## config.mk

```make
export PLATFORM = sky130hd
export DESIGN_NAME = hazard_stall_ctrl_flat
export DESIGN_NICKNAME = d
export VERILOG_FILES = /design/src/rtl/hazard_stall_ctrl_if.sv /design/src/rtl/hazard_stall_ctrl.sv /design/src/flat_wrapper.sv
export SDC_FILE = /design/constraint.sdc
export NUM_CORES = 1
export LEC_CHECK = 0
export ABC_AREA = 1
export CAP_MARGIN = 20
export CORE_MARGIN = 2
export CORE_UTILIZATION = 37
export DETAILED_ROUTE_END_ITERATION = 10
export GPL_ROUTABILITY_DRIVEN = 0
export PLACE_DENSITY_LB_ADDON = 0.25
export SYNTH_ARGS = -nofsm -noshare
export SYNTH_HDL_FRONTEND = slang
export SYNTH_SLANG_ARGS = --single-unit
```

## constraint.sdc

```tcl
create_clock -name clk -period 1.65 [get_ports clk]
set_input_delay 0.33 -clock clk [delete_from_list [all_inputs] [get_ports clk]]
set_output_delay 0.33 -clock clk [all_outputs]
set_load 0.005 [all_outputs]
```

## src/rtl/hazard_stall_ctrl_if.sv

```systemverilog
// Hazard/stall control bundle: hazard and memory-handshake inputs plus pipeline enables/flushes.
// Latency: pure wiring, no storage.
// Backpressure: dmem_req/dmem_ready form the only handshake; the controller freezes the pipeline while it is unfinished.
interface hazard_stall_ctrl_if #(
    parameter int CNT_W = 16
);
    logic             load_use_en;
    logic             branch_taken;
    logic             dmem_req;
    logic             dmem_ready;
    logic             pc_we;
    logic             ifid_we;
    logic             ifid_flush;
    logic             idex_we;
    logic             idex_flush;
    logic             exmem_we;
    logic             mem_err;
    logic [CNT_W-1:0] lu_stall_cnt;
    logic [CNT_W-1:0] mem_stall_cnt;

    // Pipeline side: supplies hazard/memory status, consumes the control.
    modport master (
        output load_use_en, branch_taken, dmem_req, dmem_ready,
        input  pc_we, ifid_we, ifid_flush, idex_we, idex_flush, exmem_we,
        input  mem_err, lu_stall_cnt, mem_stall_cnt
    );

    // Controller side.
    modport slave (
        input  load_use_en, branch_taken, dmem_req, dmem_ready,
        output pc_we, ifid_we, ifid_flush, idex_we, idex_flush, exmem_we,
        output mem_err, lu_stall_cnt, mem_stall_cnt
    );
endinterface

```

## src/rtl/hazard_stall_ctrl.sv

```systemverilog
// Pipeline stall/flush controller for the 5-stage core: memory wait states, branch flushes, load-use bubbles.
// Latency: control outputs are combinational (same cycle); state, wait counter, error flag and perf counters are registered.
// Backpressure: an unfinished data-memory access freezes every stage for at most MEM_TIMEOUT-1 cycles; STALL_PERF_CNT_EN adds stall counters.
module hazard_stall_ctrl #(
    parameter int MEM_TIMEOUT = 15,
    parameter int CNT_W       = 16
) (
    input  logic              clk,
    input  logic              rst,
    hazard_stall_ctrl_if.slave bus
);

    typedef enum logic {
        RUN      = 1'b0,
        MEM_WAIT = 1'b1
    } state_t;

    // Last wait count tolerated before the access is forced to complete.
    localparam logic [7:0] TMO_LAST = 8'(MEM_TIMEOUT - 1);

    state_t     state_q;
    state_t     state_d;
    logic [7:0] wcnt_q;
    logic       mem_err_q;

    logic mem_pending;
    logic timeout_hit;
    logic mem_stall;

    logic pc_we;
    logic ifid_we;
    logic ifid_flush;
    logic idex_we;
    logic idex_flush;
    logic exmem_we;

    // Access outstanding this cycle; the timeout cycle is released as if the memory had answered.
    always_comb begin
        mem_pending = bus.dmem_req & ~bus.dmem_ready;
        timeout_hit = (state_q == MEM_WAIT) && mem_pending && (wcnt_q >= TMO_LAST);
        mem_stall   = mem_pending & ~timeout_hit;
    end

    // State register.
    always_ff @(posedge clk) begin
        if (rst) begin
            state_q <= RUN;
        end else begin
            state_q <= state_d;
        end
    end

    // Next state: wait while the access is stalled, otherwise run.
    always_comb begin
        state_d = state_q;
        if (mem_stall) begin
            state_d = MEM_WAIT;
        end else begin
            state_d = RUN;
        end
    end

    // Control outputs by priority: reset, memory freeze, branch flush, load-use bubble.
    always_comb begin
        pc_we      = 1'b1;
        ifid_we    = 1'b1;
        ifid_flush = 1'b0;
        idex_we    = 1'b1;
        idex_flush = 1'b0;
        exmem_we   = 1'b1;
        if (rst) begin
            pc_we      = 1'b0;
            ifid_we    = 1'b0;
            ifid_flush = 1'b1;
            idex_we    = 1'b0;
            idex_flush = 1'b1;
            exmem_we   = 1'b0;
        end else if (mem_stall) begin
            pc_we    = 1'b0;
            ifid_we  = 1'b0;
            idex_we  = 1'b0;
            exmem_we = 1'b0;
        end else if (bus.branch_taken) begin
            // Wrong-path instruction in ID: a pending load-use hazard is moot.
            ifid_flush = 1'b1;
            idex_flush = 1'b1;
        end else if (bus.load_use_en) begin
            pc_we      = 1'b0;
            ifid_we    = 1'b0;
            idex_flush = 1'b1;
        end
    end

    // Wait counter restarts on every release; the error flag is sticky until reset.
    always_ff @(posedge clk) begin
        if (rst) begin
            wcnt_q    <= 8'd0;
            mem_err_q <= 1'b0;
        end else begin
            if (mem_stall) begin
                wcnt_q <= wcnt_q + 8'd1;
            end else begin
                wcnt_q <= 8'd0;
            end
            if (timeout_hit) begin
                mem_err_q <= 1'b1;
            end
        end
    end

    assign bus.pc_we      = pc_we;
    assign bus.ifid_we    = ifid_we;
    assign bus.ifid_flush = ifid_flush;
    assign bus.idex_we    = idex_we;
    assign bus.idex_flush = idex_flush;
    assign bus.exmem_we   = exmem_we;
    assign bus.mem_err    = mem_err_q;

`ifdef STALL_PERF_CNT_EN
    logic             lu_bubble;
    logic [CNT_W-1:0] lu_cnt_q;
    logic [CNT_W-1:0] ms_cnt_q;

    assign lu_bubble = ~rst & ~mem_stall & ~bus.branch_taken & bus.load_use_en;

    // Saturating counts of inserted bubbles and frozen memory cycles.
    always_ff @(posedge clk) begin
        if (rst) begin
            lu_cnt_q <= '0;
            ms_cnt_q <= '0;
        end else begin
            if (lu_bubble && (lu_cnt_q != '1)) begin
                lu_cnt_q <= lu_cnt_q + 1'b1;
            end
            if (mem_stall && (ms_cnt_q != '1)) begin
                ms_cnt_q <= ms_cnt_q + 1'b1;
            end
        end
    end

    assign bus.lu_stall_cnt  = lu_cnt_q;
    assign bus.mem_stall_cnt = ms_cnt_q;
`else
    assign bus.lu_stall_cnt  = '0;
    assign bus.mem_stall_cnt = '0;
`endif

endmodule

```

## src/flat_wrapper.sv

```systemverilog
// flat-port wrapper written by rule: the top's interface ports become plain ports
module hazard_stall_ctrl_flat 
#(
    parameter int MEM_TIMEOUT = 15,
    parameter int CNT_W       = 16
)
  (clk, rst, bus_load_use_en, bus_branch_taken, bus_dmem_req, bus_dmem_ready, bus_pc_we, bus_ifid_we, bus_ifid_flush, bus_idex_we, bus_idex_flush, bus_exmem_we, bus_mem_err, bus_lu_stall_cnt, bus_mem_stall_cnt);
  hazard_stall_ctrl_if #(.CNT_W(CNT_W)) bus_i ();
  input  logic clk;
  input  logic rst;
  input wire logic [$bits(bus_i.load_use_en)-1:0] bus_load_use_en;
  input wire logic [$bits(bus_i.branch_taken)-1:0] bus_branch_taken;
  input wire logic [$bits(bus_i.dmem_req)-1:0] bus_dmem_req;
  input wire logic [$bits(bus_i.dmem_ready)-1:0] bus_dmem_ready;
  output wire logic [$bits(bus_i.pc_we)-1:0] bus_pc_we;
  output wire logic [$bits(bus_i.ifid_we)-1:0] bus_ifid_we;
  output wire logic [$bits(bus_i.ifid_flush)-1:0] bus_ifid_flush;
  output wire logic [$bits(bus_i.idex_we)-1:0] bus_idex_we;
  output wire logic [$bits(bus_i.idex_flush)-1:0] bus_idex_flush;
  output wire logic [$bits(bus_i.exmem_we)-1:0] bus_exmem_we;
  output wire logic [$bits(bus_i.mem_err)-1:0] bus_mem_err;
  output wire logic [$bits(bus_i.lu_stall_cnt)-1:0] bus_lu_stall_cnt;
  output wire logic [$bits(bus_i.mem_stall_cnt)-1:0] bus_mem_stall_cnt;
  assign bus_i.load_use_en = bus_load_use_en;
  assign bus_i.branch_taken = bus_branch_taken;
  assign bus_i.dmem_req = bus_dmem_req;
  assign bus_i.dmem_ready = bus_dmem_ready;
  assign bus_pc_we = bus_i.pc_we;
  assign bus_ifid_we = bus_i.ifid_we;
  assign bus_ifid_flush = bus_i.ifid_flush;
  assign bus_idex_we = bus_i.idex_we;
  assign bus_idex_flush = bus_i.idex_flush;
  assign bus_exmem_we = bus_i.exmem_we;
  assign bus_mem_err = bus_i.mem_err;
  assign bus_lu_stall_cnt = bus_i.lu_stall_cnt;
  assign bus_mem_stall_cnt = bus_i.mem_stall_cnt;
  hazard_stall_ctrl #(.MEM_TIMEOUT(MEM_TIMEOUT), .CNT_W(CNT_W)) u_core (.clk(clk), .rst(rst), .bus(bus_i));
endmodule
```

# After elaboration in Yosys (flattened, before gate mapping)
# Index checks and enable logic that the tools add are counted.
# word_totals
register_bits,10
output_inout_bits,39
input_bits,6
# op_classes
reduce_logical,3
mux,14
bitwise,5
addsub,1
magnitude_cmp,1
# ops
operator,count
1-bit 2-to-1 mux,14
"8-bit by 1-bit adder with 8-bit output, second input constant",1
"8-bit by 4-bit >= comparator with 1-bit output, second input constant",1
1-bit NOT,3
1-bit AND,2
1-bit logical AND,2
2-bit OR reduction,1

# Longest topological paths before layout
# depth
depth_word,8
ltp_mapped,11
mapped_depth_nobuf,10

# Least setup slack after synthesis
# Ideal clock, no wire load.
# synth_timing
kind,register to output
start,register u_core.wcnt_q[0]
end,output bus_idex_we
path_buffers,1
path_stages_with_launch,12
path_slack_ns,0.143
t_required_ns,1.320
arrival_time_ns,1.177
path_cell_list,dfxtp_1 -> inv_1 -> ha_1 -> inv_1 -> nand2_1 -> nand2_1 -> nand2_1 -> nand2_2 -> nand2_2 -> nand2_2 -> inv_1 -> buf_4
# synth_via
elab_chain_len,6
# synth_lines
element,line_no,rtl
start: declaration,hazard_stall_ctrl.sv:23,logic [7:0] wcnt_q;
start signal: assignment,hazard_stall_ctrl.sv:101,wcnt_q <= wcnt_q + 8'd1;
8-bit by 4-bit >= comparator with 1-bit output,hazard_stall_ctrl.sv:40,timeout_hit = (state_q == MEM_WAIT) && mem_pending && (wcnt_q >= TMO_LAST);
1-bit logical AND,hazard_stall_ctrl.sv:40,
1-bit NOT,hazard_stall_ctrl.sv:41,mem_stall = mem_pending & ~timeout_hit;
1-bit AND,hazard_stall_ctrl.sv:41,
1-bit 2-to-1 mux (2 in series),n/a,
end: declaration,flat_wrapper.sv:18,output wire logic [$bits(bus_i.idex_we)-1:0] bus_idex_we;
# Every way passes these cells.

# Worst setup path after layout
# layout_timing
start,register u_core.wcnt_q[0]
end,output bus_ifid_we
# layout_via
elab_chain_len,6
# layout_lines
element,line_no,rtl
8-bit by 4-bit >= comparator with 1-bit output,hazard_stall_ctrl.sv:40,
1-bit logical AND,hazard_stall_ctrl.sv:40,
1-bit NOT,hazard_stall_ctrl.sv:41,
1-bit AND,hazard_stall_ctrl.sv:41,
1-bit 2-to-1 mux,hazard_stall_ctrl.sv:78,end else if (mem_stall) begin
1-bit 2-to-1 mux,hazard_stall_ctrl.sv:71,if (rst) begin
end: declaration,flat_wrapper.sv:16,output wire logic [$bits(bus_i.ifid_we)-1:0] bus_ifid_we;
# Every way passes these cells.

==> metrics.md <==
| Metric | Value |
|---|---|
| Clock tree sinks | 10 |
| Residual DRC | 0 |
| Sw Pwr | around 0.00013 W |
| Crit path from | u_core.wcnt_q[0] |
| Total congestion overflow | 0 |
| Combinational family with the most area after synthesis | buffers and inverters |
| Synth Area in Simple Gates | 0.2365 |
| Layout cells sized above 1 | 0.3106 |
| DR vias | 570 |
| Critical path required time | about 1.3 ns |
| CTS tree | built |
| R2r setup slk | 0.26 ns |
| Pleak | 0.4862 nW |
| Top cells by area, synth | buf_4, dfxtp_1, nand2_1, inv_1, nor2_1 |
| I/O Pins | 45 |
| Synth unique cells | 18 |
| Critical Path AT | 1.36 ns |
| Drt total wl | 1121 um |
| Hold Crit Class | reg -> reg |
| RSZ-0062 raised after global routing | yes |
| Sequential cell area fraction in the yosys report | 0.2610 |
| Die Span Y | just under 50 um |
| Vias in the first global route | 402 |
| Die ar. | 0.002453 mm2 |
| Most frequent cell after synthesis | buf_4 |
| DRT iter0 DRCs | 1 |
| FILL cells | 213 |
| Xor/xnor share of the synthesized area | 0.05710 |
| Internal power | 0.0004092 W |
| Vias per cell | 3.585 |
| Part of the power in registers | 0.453 |
| Core Box Area | between 0.0015 and 0.002 mm2 |
| Clock group share of total power | 0.410 |
| Register-to-Register Path Depth | 12 |
| Htree depth | 1 |
| Max clock buf depth | 2 |
| Setup violators final | 6 |
| Initial antenna violation count | 0 |
| Inserted Diodes | 0 |
| Total power | 0.0005402 W |
| Share of the synthesized area in the top cell type | 0.3328 |
| Outcome | complete, but fails checks |
| Syn-to-layout area delta | 20.39% |
| Worst flop-to-flop path endpoint | u_core.wcnt_q[7] |
| Final TNS setup | -0.1914 ns |
| Worst setup margin | -0.04262 ns |
| Switching share of power | 0.2424 |
| First-pass detailed-route iteration total | 2 |
| P per Cell Area | 585.0 mW/mm2 |
| FF-to-FF Start | u_core.wcnt_q[0] |
| Detailed placer's ending HPWL | 945.3 um |
| Setup CP Type | reg -> out |
| Fin nets | approximately 140 |
| GRT Util Overall | 0.08917 |
| Synthesized area per cell | 7.305 um2 |
| Mux cell area share after synthesis | 0 |
| Critical Path Sink | bus_ifid_we |
| EDFF count, synth | 0 |
| Root Driver | clkbuf_4 |
| Pins Over Slew Limit | 0 |
| Failing checks | setup timing |
| Synthesized instance count | about 110 |
| Combinational Power Share | 0.137 |
| Total CTS buffers | 3 |
| Clock Skew | 0.003866 ns |
| Peak Freq | 0.5908 GHz |
| Register bit count reported by yosys | 10 |
| Clk_lat worst skew | 0.27 ns |
| Port Buffers | 12 |
| Cts-stage hold buffer count | 0 |
| Die W | approximately 50 um |
| Synth async-reset ratio | 0 |
| Top FF cell, synth | dfxtp_1 |
| Yosys top cell by area | buf_4 |
| Ys Warns | 0 |
| Clk pin slew, worst setup/hold paths | 0.07 ns |
| Worst-path fanout max | 3 |
| Post-Synth Adder-Cell Area | 0.03263 |
| Largest net degree at the start of global routing | 10 |
| Compound-cell area share of the yosys netlist | 0.006525 |
| First-pass GRT wire length | 1607 um |
| DR WL/cell | 7.050 um |
| Number of max-cap violations | 0 |
| Critical Path Start Type | register |
| Top cells by count, synth | buf_4, nand2_1, inv_1, nor2_1, dfxtp_1 |
| Final hold violation count | 0 |
| Initial core utilization | 0.3909 |
| FP Rows | 16 |
| Final Cycle Share | 1.026 |
| Final worst path period need | 1.693 ns |
| Antenna-violating nets left | 0 |
| Nature of the critical path endpoint | output port |
| Worst VDD drop | 0.0003051 V |
| Mapped Area | 767.0 um2 |
[area by class of cell]
class,count,area (um2),share of cell area
Timing Repair Buffer,26,205.2,0.2222
Tap cell,27,33.78,0.03659
Multi-Input combinational cell,78,392.9,0.4255
Clock buffer,4,36.28,0.03930
Sequential cell,10,202.7,0.2195
Inverter,14,52.55,0.05691
[kinds of logic (layout without fill, tap and decap cells)]
family / count (synthesis) / after routing
other cells: 1 / 32
flops: 10 / 10
xor+xnor: 5 / 5
buf+inv: 48 / 44
compound gates: 1 / 1
fa+ha+maj: 2 / 2
simple gates: 38 / 38
[worst max-delay path: stages (launching register included)]
cell and delay [ns]:
dfxtp_2 0.32, inv_2 0.05, ha_4 0.11, inv_2 0.02, nand2_1 0.04, nand2_1 0.05, nand2_1 0.07, nand2_2 0.06
nand2_2 0.09, nand2_2 0.07, nor2_2 0.09, buf_2 0.12
[power groups by stage]
| stage | registers (W) | logic, W | clock network [W] |
|---|---|---|---|
| after floorplan | 0.000250 | 0.0000967 | 0 |
| after global placement | 0.000250 | 0.0000781 | 0 |
| after detailed placement | 0.000250 | 0.0000780 | 0 |
| after CTS | 0.000245 | 0.0000714 | 0.000232 |
| after global routing | 0.000245 | 0.0000834 | 0.000239 |
| final | 0.000245 | 0.0000742 | 0.000221 |
[cells in the final DEF (no fill, tap or decap), types with 2 or more instances in the layout]
| cell type | n |
|---|---|
| clkbuf_4 | 3 |
| inv_1 | 8 |
| buf_4 | 14 |
| buf_2 | 4 |
| xor2_1 | 4 |
| buf_6 | 2 |
| nand2_1 | 14 |
| nor2_1 | 12 |
| dfxtp_1 | 8 |
| conb_1 | 32 |
| dfxtp_2 | 2 |
| nor2_2 | 2 |
| dlygate4sd2_1 | 2 |
| nand3_1 | 3 |
| nand2_2 | 3 |
| inv_2 | 6 |
| clkdlybuf4s50_1 | 4 |
[worst min-delay path by stage]
stage,from,end,cells past startpoint
4_1_cts,u_core.bus.mem_err,u_core.bus.mem_err,2
6_report,u_core.bus.mem_err,u_core.bus.mem_err,2
3_3_place_gp,u_core.bus.mem_err,u_core.bus.mem_err,2
2_1_floorplan,rst,u_core.bus.mem_err,1
5_1_grt,u_core.bus.mem_err,u_core.bus.mem_err,2
3_5_place_dp,u_core.bus.mem_err,u_core.bus.mem_err,2
[metrics by stage]
stage          hold slack [ns]    util  std cells  area (um2)  setup slack [ns]
6_report                0.4463  0.4707        159       923.4          -0.04262
2_1_floorplan           0.3991       -        136       883.3            0.1435
3_5_place_dp            0.4411  0.4445        153       872.1           -0.5734
5_1_grt                 0.4800  0.4707        159       923.4           -0.1613
4_1_cts                 0.4515  0.4636        158       909.6          -0.09426
3_3_place_gp            0.4352  0.4445        153       872.1           -0.5448
[registers in the layout (all words and copies together) (netlist names)]
register / cells
u_core.state_q: 1
u_core.bus.mem_err: 1
u_core.wcnt_q: 8
[layer usage]
layer	vias up	global-route usage	share of wire
met5	-	0	0
met1	249	0.1034	0.41
met4	0	0.04167	0.012
met2	22	0.1356	0.50
li1	297	-	-
met3	2	0.04545	0.071
[timing repair]
action,in CTS,in global routing
setup endpoints to repair,6,6
setup buffers,1,1
pin swaps,6,4
resized for setup,36,1
Note: power is estimated with default switching activity, not from simulation.
==> RTL edit: new RTL, same settings <==
Add a define of `STALL_PERF_CNT_EN`.
--- a/src/rtl/hazard_stall_ctrl.sv
+++ b/src/rtl/hazard_stall_ctrl.sv
@@ -3,2 +3,4 @@
 // Backpressure: an unfinished data-memory access freezes every stage for at most MEM_TIMEOUT-1 cycles; STALL_PERF_CNT_EN adds stall counters.
+`define STALL_PERF_CNT_EN
+
 module hazard_stall_ctrl #(
Formal check against the unedited RTL: not equivalent (Yosys sat finds a counterexample within 4 cycles, from zero or initial values and one cycle with rst high).
==> RTL edit against the original RTL <==
  * Sequential cell count up 32
  * Largest power group unchanged
  * Maximum frequency decreased by 10%
  * Critical endpoint is now bus_idex_flush
  * Routed wire length rose to 5.2 times the old value
  * Final area grew to 3.7 times the old value
  * Highest routed layer unchanged
  * First-iteration DRC count grew to 46 times the old value
  * Global-route usage rose by 8.3 points
  * The run still ends with setup timing left
  * Area after synthesis grew to 3.1 times the old value
  * Worst setup slack got worse by 0.20 ns
  * Power rose to 3.8 times the old value
==> RTL edit: results (changes against the original RTL) <==
[run_status]
outcome=complete, but fails checks
violations=setup timing

[drt]
drt-total-wl_um=5790  ; +420%
vias=2337  ; +310%
dr.pass1.iters=4  ; +2
wl_per_cell_um=11.6  ; +64%
drt_iter0_drc=46  ; +45

[clocking]
clock_path_buffers=2  ; unchanged
clock-root-buffer=clkbuf_8
clock_latency_ns=0.31  ; +0.04 ns
numCtsBuffers=5  ; +2
htreeDepth=2  ; +1
clk_pin_slew_ns=0.08

[placement]
dp.cells=490  ; +220%
io_buffers=44  ; +32
dpl.hpwl_um=4180  ; +340%
post_dp_cell_area_mm2=0.00325  ; +270%

[power]
ir_drop_mv=0.425  ; +39%
power_leakage_uw=0.00140  ; +190%

[setup_path]
arrival_ns=1.56  ; +0.20 ns
path_max_fanout=3  ; unchanged
slowest_delay_ns=0.34  ; +0.02 ns
r2r_cells=14  ; +2
cp_slowest_cell=dfxtp_2

[synthesis]
synthAdderAreaFrac_pct=2.11  ; -1.2 points
avgSynthCellArea_um2=7.20  ; -1.4%
synth_warnings=0  ; unchanged
synth-compound-area-share_pct=10.9  ; +10 points
ys.flop_type=dfxtp_1
synth_common_cells=nand2_1, dfxtp_1, nor2_1
yosys.area_share.xor_xnor_pct=10.3  ; +4.6 points
yosysUniqueCellTypes=31  ; +13
async_flop_share_pct=0  ; unchanged
synth_mux_area_share_pct=0  ; unchanged
synthTopCellsByArea=dfxtp_1, nand2_1, xor2_1
syn-num-nets=339
yosysSeqAreaShare_pct=35.5  ; +9.4 points
synth_edf_count=0  ; unchanged

[global_route]
grt_pass1_wl_um=10100  ; +530%
grtUsageTotal_pct=17.2  ; +8.3 points
antenna_found_initial=0  ; unchanged
grt_pass1_vias=2219  ; +450%
grt_max_degree=27  ; +17

[sta]
tightestPinTransition_ns=0.328
setup_violations=6  ; unchanged
finalHoldViolations=0  ; unchanged
setup_slack_ns=-0.241  ; -0.198 ns
fin_worst_skew_ns=0.00912  ; +0.00526 ns

[hold_path]
whs_path_depth=2  ; unchanged
min_path_type=flop to flop

[cells_and_area]
diodes=0  ; unchanged
drive_above_1_share_pct=30.2  ; -0.87 points
nets=433  ; +210%

RTL edit: stage by stage:
stage          total power [uW]  utilization (%)  setup slack (ns)  setup TNS [ns]
6_report                   2040             55.0            -0.241           -1.04
5_1_grt                    2110             55.0            -0.316           -2.46
2_1_floorplan              1130                -           0.00337               0
3_5_place_dp               1210             51.8            -0.805          -15.00
4_1_cts                    2050             53.9            -0.282           -1.49
3_3_place_gp               1210             51.8            -0.709          -13.07
RTL edit: final timing paths:
kind | startpoint | end | slack (ns)
hold reg to reg | u_core.bus.mem_err$_SDFFE_PP0P_ | u_core.bus.mem_err$_SDFFE_PP0P_ | 0.46
hold / removal | u_core.bus.mem_err$_SDFFE_PP0P_ | u_core.bus.mem_err$_SDFFE_PP0P_ | 0.46
setup / recovery | u_core.wcnt_q[0]$_SDFF_PP0_ | bus_idex_flush | -0.24
setup reg to reg | u_core.wcnt_q[0]$_SDFF_PP0_ | u_core.bus.lu_stall_cnt[0]$_SDFFE_PP0P_ | 0.04
RTL edit: area by class of cell:
| type | count | area [um2] |
|---|---|---|
| Fill cell | 605 | 2820 |
| Multi-Input combinational cell | 243 | 1400 |
| Timing Repair Buffer | 97 | 860 |
| Sequential cell | 42 | 855 |
| Inverter | 34 | 130 |
| Tap cell | 77 | 96.3 |
| Clock buffer | 6 | 72.6 |
| Clock inverter | 2 | 37.5 |
RTL edit: what timing repair did:
action	in CTS	in global routing
gates resized for setup	38	25
pin swaps	6	4
setup endpoints to repair	36	52
setup buffers	3	3
RTL edit: cells by family after synthesis:
kind of cell | Yosys count
flops | 42
simple gates | 173
buf+inv | 44
xor+xnor | 28
compound gates | 38
fa+ha+maj | 4
RTL edit: where the power goes:
| part | leakage [uW] | total, uW | switching (uW) | internal (uW) |
|---|---|---|---|---|
| combinational | 0.00100 | 177 | 93.8 | 83.6 |
| clock | 0.0000514 | 836 | 384 | 452 |
| sequential | 0.000344 | 1020 | 3.35 | 1020 |
| total | 0.00140 | 2040 | 481 | 1550 |
RTL edit: critical path: cells and delay by family, from the launching register on:
kind / cells / cell delay [ns]
and+or+nand+nor: 6 / 0.37
DFF: 1 / 0.34
buffers and inverters: 4 / 0.32
adders and majority gates: 1 / 0.15
AOI/OAI and AO/OA: 1 / 0.08
RTL edit: routing by layer:
| metal | vias up | track usage [%] | part of all wire [%] |
|---|---|---|---|
| met5 | - | 0 | 0 |
| met4 | 0 | 4.84 | 1.1 |
| met3 | 7 | 3.56 | 3.0 |
| met2 | 36 | 29.6 | 50 |
| met1 | 1075 | 21.7 | 46 |
| li1 | 1219 | - | - |
